<file path="src/rtl/cdda_pkg.sv">
// Shared CDDA audio definitions: frame geometry, stereo pair type and the
// I2S slot-to-bit mapping used by the serializer.
package cdda_pkg;

  localparam int SLOTS_PER_FRAME = 64;
  localparam int PCM_WIDTH       = 16;

  typedef struct packed {
    logic signed [PCM_WIDTH-1:0] l;
    logic signed [PCM_WIDTH-1:0] r;
  } cdda_pair_t;

  // I2S: one-slot delay after the lrck edge, MSB first, zero padding after LSB.
  function automatic logic slot_bit(input cdda_pair_t w, input logic [5:0] slot);
    logic [PCM_WIDTH-1:0] word;
    logic [4:0]           p;
    logic [3:0]           idx;
    word = slot[5] ? w.r : w.l;
    p    = slot[4:0];
    idx  = 4'(5'(PCM_WIDTH) - p);
    if (p >= 5'd1 && p <= 5'(PCM_WIDTH)) return word[idx];
    return 1'b0;
  endfunction

endpackage

</file>
<file path="src/rtl/cdda_bck_gen.sv">
// I2S bit-clock generator: HALF-cycle divider toggling bck, with a one-cycle
// strobe marking the clk edge on which bck falls.
module cdda_bck_gen #(
  parameter int HALF = 14
) (
  input  logic clk,
  input  logic reset_,
  input  logic enable,
  output logic bck,
  output logic bck_fall
);

  localparam int DIV_W = (HALF > 1) ? $clog2(HALF) : 1;

  logic [DIV_W-1:0] div_cnt_q, div_cnt_d;
  logic             bck_q, bck_d;
  logic             wrap;

  assign wrap     = enable && (div_cnt_q == DIV_W'(HALF - 1));
  assign bck_fall = wrap && bck_q;
  assign bck      = bck_q;

  always_comb begin
    div_cnt_d = div_cnt_q;
    bck_d     = bck_q;
    if (!enable) begin
      div_cnt_d = '0;
      bck_d     = 1'b0;
    end else begin
      div_cnt_d = wrap ? '0 : div_cnt_q + DIV_W'(1);
      if (wrap) bck_d = ~bck_q;
    end
  end

  always_ff @(posedge clk or negedge reset_) begin
    if (!reset_) begin
      div_cnt_q <= '0;
      bck_q     <= 1'b0;
    end else begin
      div_cnt_q <= div_cnt_d;
      bck_q     <= bck_d;
    end
  end

endmodule

</file>
<file path="src/rtl/cdda_i2s_tx.sv">
// CDDA stereo I2S transmitter: fetches one PCM pair per 64-slot frame and
// serializes it. Underrun counter present only with CDDA_I2S_UNDERRUN_CNT_EN.
module cdda_i2s_tx
  import cdda_pkg::*;
#(
  parameter int CLK_FREQUENCY = 79027200,
  parameter int SAMPLE_RATE   = 44100
) (
  input  logic                 clk,
  input  logic                 reset_,
  input  logic                 enable,
  input  logic [PCM_WIDTH-1:0] sample_l,
  input  logic [PCM_WIDTH-1:0] sample_r,
  input  logic                 sample_valid,
  output logic                 sample_ready,
  output logic                 bck,
  output logic                 lrck,
  output logic                 sd,
  output logic                 underrun,
  output logic [15:0]          underrun_cnt
);

  localparam int HALF = CLK_FREQUENCY / (SAMPLE_RATE * 2 * SLOTS_PER_FRAME);

  generate
    if (HALF == 0 || HALF * SAMPLE_RATE * 2 * SLOTS_PER_FRAME != CLK_FREQUENCY) begin : g_bad_rate
      $error("cdda_i2s_tx: CLK_FREQUENCY must be a non-zero multiple of SAMPLE_RATE*128");
    end
  endgenerate

  logic bck_fall;

  cdda_bck_gen #(.HALF(HALF)) u_bck_gen (
    .clk      (clk),
    .reset_   (reset_),
    .enable   (enable),
    .bck      (bck),
    .bck_fall (bck_fall)
  );

  logic [5:0] bit_cnt_q, bit_cnt_d;
  logic       first_q, first_d;
  logic       lrck_q, lrck_d;
  logic       sd_q, sd_d;
  logic       ready_q, ready_d;
  logic       urun_q, urun_d;
  cdda_pair_t words_q, words_d;

  always_comb begin
    bit_cnt_d = bit_cnt_q;
    first_d   = first_q;
    lrck_d    = lrck_q;
    sd_d      = sd_q;
    ready_d   = 1'b0;
    urun_d    = 1'b0;
    words_d   = words_q;
    if (!enable) begin
      bit_cnt_d = '0;
      first_d   = 1'b1;
      lrck_d    = 1'b0;
      sd_d      = 1'b0;
    end else if (bck_fall) begin
      // The first falling edge after start enters slot 0 rather than advancing.
      bit_cnt_d = first_q ? 6'd0 : bit_cnt_q + 6'd1;
      first_d   = 1'b0;
      if (bit_cnt_d == 6'd0) begin
        if (sample_valid) begin
          words_d.l = sample_l;
          words_d.r = sample_r;
          ready_d   = 1'b1;
        end else begin
          words_d = '0;
          urun_d  = 1'b1;
        end
      end
      lrck_d = bit_cnt_d[5];
      sd_d   = slot_bit(words_d, bit_cnt_d);
    end
  end

  always_ff @(posedge clk or negedge reset_) begin
    if (!reset_) begin
      bit_cnt_q <= '0;
      first_q   <= 1'b1;
      lrck_q    <= 1'b0;
      sd_q      <= 1'b0;
      ready_q   <= 1'b0;
      urun_q    <= 1'b0;
      words_q   <= '0;
    end else begin
      bit_cnt_q <= bit_cnt_d;
      first_q   <= first_d;
      lrck_q    <= lrck_d;
      sd_q      <= sd_d;
      ready_q   <= ready_d;
      urun_q    <= urun_d;
      words_q   <= words_d;
    end
  end

  assign lrck         = lrck_q;
  assign sd           = sd_q;
  assign sample_ready = ready_q;
  assign underrun     = urun_q;

`ifdef CDDA_I2S_UNDERRUN_CNT_EN
  logic [15:0] urun_cnt_q;

  always_ff @(posedge clk or negedge reset_) begin
    if (!reset_)
      urun_cnt_q <= '0;
    else if (urun_d && urun_cnt_q != 16'hFFFF)
      urun_cnt_q <= urun_cnt_q + 16'd1;
  end

  assign underrun_cnt = urun_cnt_q;
`else
  assign underrun_cnt = '0;
`endif

endmodule

</file>
<file path="config.mk">
export PLATFORM = sky130hd
export DESIGN_NAME = cdda_i2s_tx
export DESIGN_NICKNAME = d
export VERILOG_FILES = /design/src/rtl/cdda_pkg.sv /design/src/rtl/cdda_bck_gen.sv /design/src/rtl/cdda_i2s_tx.sv
export SDC_FILE = /design/constraint.sdc
export NUM_CORES = 1
export LEC_CHECK = 0
export ABC_AREA = 1
export CAP_MARGIN = 20
export CORE_UTILIZATION = 42
export CTS_BUF_LIST = sky130_fd_sc_hd__clkbuf_4 sky130_fd_sc_hd__clkbuf_8
export CTS_CLUSTER_DIAMETER = 120
export DETAILED_ROUTE_END_ITERATION = 16
export PLACE_DENSITY = 0.68
export REMOVE_ABC_BUFFERS = 1
export SETUP_SLACK_MARGIN = 0.15
export SLEW_MARGIN = 20
export SYNTH_ARGS = -nofsm -noshare
export SYNTH_HDL_FRONTEND = slang
export SYNTH_SLANG_ARGS = --single-unit
</file>
<file path="constraint.sdc">
create_clock -name clk -period 3.17 [get_ports clk]
set_clock_uncertainty 0.05 [all_clocks]
set_input_delay 0.317 -clock clk [delete_from_list [all_inputs] [get_ports clk]]
set_output_delay 0.317 -clock clk [all_outputs]
set_load 0.03 [all_outputs]
</file>
=== Word-level counts from Yosys, hierarchy flattened ===
Cells that the tools add are included.

* Reductions and logical operators: 5
* $mul: 0
* Magnitude comparators: 3
* Mux-type cells: 33
* Equal/unequal tests: 3
* Shift operators: 0
* $add $sub $neg: 3
* Div/mod/pow operators: 0
* Bitwise logic cells: 1

{| class="wikitable"
|+ Operator list
! operator !! number
|-
| 32-bit two-way mux || 4
|-
| 1-bit two-way mux || 22
|-
| 6-bit two-way mux || 3
|-
| 16-bit two-way mux || 1
|-
| 4-bit two-way mux || 2
|-
| 6-bit by 1-bit adder with 6-bit output, second input constant || 1
|-
| 6-bit logical NOT || 1
|-
| 5-bit by 1-bit greater-or-equal comparator with 1-bit output, second input constant || 1
|-
| 5-bit <= comparator, second input constant || 1
|-
| 4-bit by 5-bit < comparator with 1-bit output, second input constant || 1
|-
| 4-bit by 1-bit adder with 4-bit output, second input constant || 1
|-
| 1-bit binary-select mux with 4-bit select || 1
|-
| 4-bit == test, second input constant || 1
|-
| 2-bit by 1-bit != test with 1-bit output, second input constant || 2
|-
| 1-bit by 4-bit subtractor with 4-bit output, first input constant || 1
|-
| 1-bit logical AND || 3
|-
| 2-bit AND reduction || 1
|-
| 1-bit inverter || 1
|}

* ROM bits: 0
* Memories kept: 0
* Latch bits: 0
* Output and inout port bits: 21
* Bits in writable memories: 0
* Input bits: 36
* Register bits after elaboration: 48

=== Logic depth before layout (Yosys ltp) ===
* Depth after elaboration: 13
* Depth in mapped cells: 17
* Depth with buffers taken out: 17

=== Hierarchy ===
From an unflattened synthesis, not the netlist that was laid out.

* Cell total of the unflattened synthesis: 433
* Area total of the unflattened synthesis: 3106.7 um^2

{| class="wikitable"
|+ Modules (own cells, without submodules)
! module !! area each (um^2) !! cells an instance !! times used !! seq. area each (um^2)
|-
| cdda_i2s_tx || 2864.0 || 406 || 1 || 1052.3
|-
| cdda_bck_gen || 242.7 || 27 || 1 || 125.1
|}

=== Worst setup path before layout ===
Ideal clock, no wire load.

* Kind: reg-to-reg
* From: register bit_cnt_q[1]
* To: register sd_q, in the netlist sd
* Cell stages (with the launch flop): 15
* Path buffers: 1
* Path slack: 1.156 ns
* Setup time: 0.117 ns
* Data arrival time: 1.846 ns
* Required time: 3.003 ns
* Cell sequence: dfrtp_1 -> ha_1 -> nand2_1 -> nand2_2 -> nor2_4 -> nand3_4 -> buf_6 -> a21oi_1 -> nand2_1 -> nand2_1 -> nand3_1 -> nand3_1 -> nand3_1 -> nand3_1 -> nand2_1

* Longest elaborated chain between the ends: 13

{| class="wikitable"
|+ Ends and longest elaborated chain
! item !! line !! text
|-
| start: declaration || cdda_i2s_tx.sv:41 || <nowiki>logic [5:0] bit_cnt_q, bit_cnt_d;</nowiki>
|-
| start signal: assignment || cdda_i2s_tx.sv:91 || <nowiki>bit_cnt_q <= bit_cnt_d;</nowiki>
|-
| 6-bit by 1-bit adder with 6-bit output * || cdda_i2s_tx.sv:64 || <nowiki>bit_cnt_d = first_q ? 6'd0 : bit_cnt_q + 6'd1;</nowiki>
|-
| 6-bit two-way mux * || cdda_i2s_tx.sv:64 ||
|-
| 6-bit logical NOT || cdda_i2s_tx.sv:66 || <nowiki>if (bit_cnt_d == 6'd0) begin</nowiki>
|-
| 32-bit two-way mux || cdda_i2s_tx.sv:66 ||
|-
| 32-bit two-way mux || cdda_i2s_tx.sv:62 || <nowiki>end else if (bck_fall) begin</nowiki>
|-
| 32-bit two-way mux || cdda_i2s_tx.sv:57 || <nowiki>if (!enable) begin</nowiki>
|-
| 16-bit two-way mux || cdda_pkg.sv:18 || <nowiki>word = slot[5] ? w.r : w.l;</nowiki>
|-
| 1-bit binary-select mux with 4-bit select || cdda_pkg.sv:21 || <nowiki>if (p >= 5'd1 && p <= 5'(PCM_WIDTH)) return word[idx];</nowiki>
|-
| 1-bit two-way mux (not written as such) || cdda_pkg.sv:21 ||
|-
| 1-bit two-way mux || cdda_pkg.sv:21 ||
|-
| 1-bit two-way mux * || cdda_pkg.sv:22 || <nowiki>return 1'b0;</nowiki>
|-
| 1-bit two-way mux * || cdda_i2s_tx.sv:62 ||
|-
| 1-bit two-way mux * || cdda_i2s_tx.sv:57 ||
|-
| end signal: assignment || cdda_i2s_tx.sv:86 || <nowiki>sd_q <= 1'b0;</nowiki>
|-
| end signal: assignment || cdda_i2s_tx.sv:94 || <nowiki>sd_q <= sd_d;</nowiki>
|-
| end: declaration || cdda_i2s_tx.sv:44 || <nowiki>logic sd_q, sd_d;</nowiki>
|}

Mark *: on every way between the ends. The rest lies on a longest branch, timed or not. The select of a mux whose other input is x is not followed.
A chain may end at the register's enable or synchronous reset.

=== Final worst setup path ===
* From: register bit_cnt_q[1]
* To: register words_q[3] in the netlist's numbering

* Longest elaborated chain between the ends: 6

{| class="wikitable"
|+ Ends and longest elaborated chain
! item !! line !! text
|-
| 6-bit by 1-bit adder with 6-bit output || cdda_i2s_tx.sv:64 ||
|-
| 6-bit two-way mux || cdda_i2s_tx.sv:64 ||
|-
| 6-bit logical NOT || cdda_i2s_tx.sv:66 ||
|-
| 32-bit two-way mux || cdda_i2s_tx.sv:66 ||
|-
| 32-bit two-way mux || cdda_i2s_tx.sv:62 ||
|-
| 32-bit two-way mux || cdda_i2s_tx.sv:57 ||
|-
| end signal: assignment || cdda_i2s_tx.sv:97 || <nowiki>words_q <= words_d;</nowiki>
|-
| end: declaration || cdda_i2s_tx.sv:47 || <nowiki>cdda_pair_t words_q, words_d;</nowiki>
|}

Every way passes these cells. The select of a mux whose other input is x is not followed.

==> metrics.yaml <==
status: "complete, but fails checks"
violations: "negative hold slack"
p_leak_uw: 0.00152
antenna_left: 0
cts.repair.resized: 0
area_delta_synth_final_pct: 17.4
crit_start: "bit_cnt_q[1]"
r2r_start: "bit_cnt_q[1]"
min_path_type: "primary input to async pin"
finalHoldViolCount: 45
drtIter0Drc: 151
design_area_um2: 3110
insertedDiodeCount: 0
overflow: 0
hold_buffers: 0
num_vias: 2261
yosys_warnings: 0
num_rows: 28
avgSynthCellArea_um2: 7.97
maxCapViolations: 0
nets: 408
portBuffers: 40
synth_enable_flop_cells: 0
fin_crit_sh_pct: 77.9
r2r_setup_slack_ns: 0.70
clock_path_buffers: 2
cts_sinks: 47
slew_headroom_pct: 53.1
place_congestion: 0.854
first_global_vias: 2117
path_max_fanout: 25
drv_slew: 0
max_freq_mhz: 405
syn_area_um2: 2650
h-tree-depth: 2
yosysUniqueCellTypes: 34
grt_max_degree: 48
setup_viol: 0
placed_cell_area_um2: 3010
arrival_ns: 2.62
p_per_area_nw_per_um2: 352
drt-total-wl_um: 5910
syn_inst: 332
post_drt_via_cell_ratio: 5.08
crit_required_ns: 3.32
ios: 57
dieArea_um2: 6620
post-cts-setup-buffers: 0
synth-async-reset-ratio_pct: 100
yosysSeqAreaShare_pct: 44.5
ir_drop_mv: 0.253
crit_type: "register to register"
grt_first_pass_wirelength_um: 9890
finalCriticalPeriod_ns: 2.47
synth-seq-cells: 47
setup_tns_ns: 0
cts_buffers: 5
yosys_most_used_dff: "dfrtp_1"
reg2reg_depth: 10
clk_latency_ns: 0.30
cp-endpoint: "words_q[3]"
cts.reportedPaths.clkPinSlew_ns: 0.09
rsz0062_at_grt: "no"
cts-root-buf: "clkbuf_8"
hold_ws_ns: -0.0342
worst_pin_slew_ns: 0.702
place_hpwl_um: 4120
r2r_end: "words_q[3]"
initial_utilization_pct: 44.2
fp.dieH_um: 81.4
tritoncts: "built"
grt_antenna_before_repair: 0
start_kind: "register"
drtPass1Iterations: 4
finish.utilization_pct: 51.8
post-route-drc-count: 0
wl_per_cell_um: 13.3
track_usage_pct: 19.6
die_w_um: 81.4
core_area_um2: 5990
drive_above_1_share_pct: 7.03
end_kind: "register"
## cells in the mapped netlist (2+ instances only)
| cell type | number | area (µm²) |
|---|---|---|
| buf_6 | 3 | 33.8 |
| clkbuf_1 | 4 | 15.0 |
| inv_1 | 34 | 128 |
| buf_2 | 2 | 10.0 |
| buf_4 | 17 | 128 |
| nand3_1 | 35 | 175 |
| nor2_1 | 12 | 45.0 |
| dfrtp_1 | 46 | 1150 |
| o22ai_1 | 4 | 25.0 |
| nor2_4 | 4 | 45.0 |
| nand2_1 | 85 | 319 |
| xor2_1 | 2 | 17.5 |
| inv_2 | 2 | 7.51 |
| o21ai_0 | 28 | 140 |
| o211ai_1 | 2 | 15.0 |
| a21oi_1 | 23 | 115 |
| nand2_2 | 3 | 18.8 |
| a22o_1 | 8 | 70.1 |
| ha_1 | 3 | 37.5 |
## routing by layer
layer | vias to the layer above | GRT usage, % | share of wire, %
met2 | 70 | 30.1 | 45
met5 | - | 0 | 0
li1 | 1126 | - | -
met4 | 0 | 7.14 | 2.2
met1 | 1055 | 27.4 | 47
met3 | 10 | 3.60 | 5.7
## metrics by stage
step,setup slack (ns),total power (µW),instances
after global routing,0.512,1140,445
after global placement,0.763,738,437
final,0.702,1090,445
after floorplan,1.10,670,320
after detailed placement,0.719,739,437
after CTS,0.705,1110,445
## flip-flops by register name, summed over array words and instances (netlist names)
name                 cells
sd                       1
first_q                  1
u_bck_gen.div_cnt_q      4
bit_cnt_q                6
underrun                 1
sample_ready             1
words_q                 32
u_bck_gen.bck            1
## final cells by class
class / instances / area [µm²]
inverter: 36 / 135
sequential: 47 / 1180
clock inverter: 2 / 12.5
clock buffer: 6 / 76.3
tap: 75 / 93.8
timing repair buffer: 42 / 413
fill: 574 / 2890
multi-input combinational: 237 / 1200
## power by group
| part | total (µW) | internal [µW] | switching, µW |
|---|---|---|---|
| clock | 367 | 163 | 204 |
| sequential | 607 | 603 | 4.08 |
| combinational | 119 | 51.4 | 67.4 |
| total | 1090 | 818 | 276 |
## cells in the final DEF (no fill, tap or decap), drive strengths merged, types with 2 or more instances in the layout
cell / netlist / final
xor2: 2 / 2
a22o: 8 / 8
ha: 3 / 3
dfrtp: 46 / 46
o22ai: 4 / 4
o21ai: 29 / 29
o211ai: 2 / 2
nor2: 18 / 18
a21oi: 23 / 23
conb: 1 / 16
clkdlybuf4s50: 0 / 39
buf: 22 / 3
clkbuf: 5 / 6
inv: 36 / 36
nand2: 89 / 89
nand3: 37 / 37
## cell families after synthesis
family                   Yosys count  synth area share (%)
AND/OR/NAND/NOR                  145                  25.5
other                              1                 0.142
flip-flops                        47                  44.5
buffers and inverters             63                  12.3
adder cells (fa/ha/maj)            3                  1.42
XOR/XNOR                           3                 0.994
AO/OA/AOI/OAI                     70                  15.1
## how the worst min path moves through the flow
stage | from | to | slack, ns | cells past startpoint
final | reset_ | words_q[13] | -0.03 | 1
after floorplan | reset_ | bit_cnt_q[0] | -0.03 | 0
after CTS | reset_ | words_q[19] | 0.18 | 1
after detailed placement | words_q[20] | words_q[20] | 0.42 | 2
after global placement | words_q[23] | words_q[23] | 0.42 | 2
after global routing | reset_ | words_q[15] | 0.01 | 1
## critical path: stages (launching register included)
cell and delay, ns:
dfrtp_1 0.45, ha_1 0.30, nand2_1 0.09, nand2_2 0.08, nor2_4 0.17, nand2_1 0.10, nor2_2 0.15, nand2_2 0.11
nor2_4 0.30, inv_2 0.28, a22o_1 0.27
(Power assumes the default switching activity.)
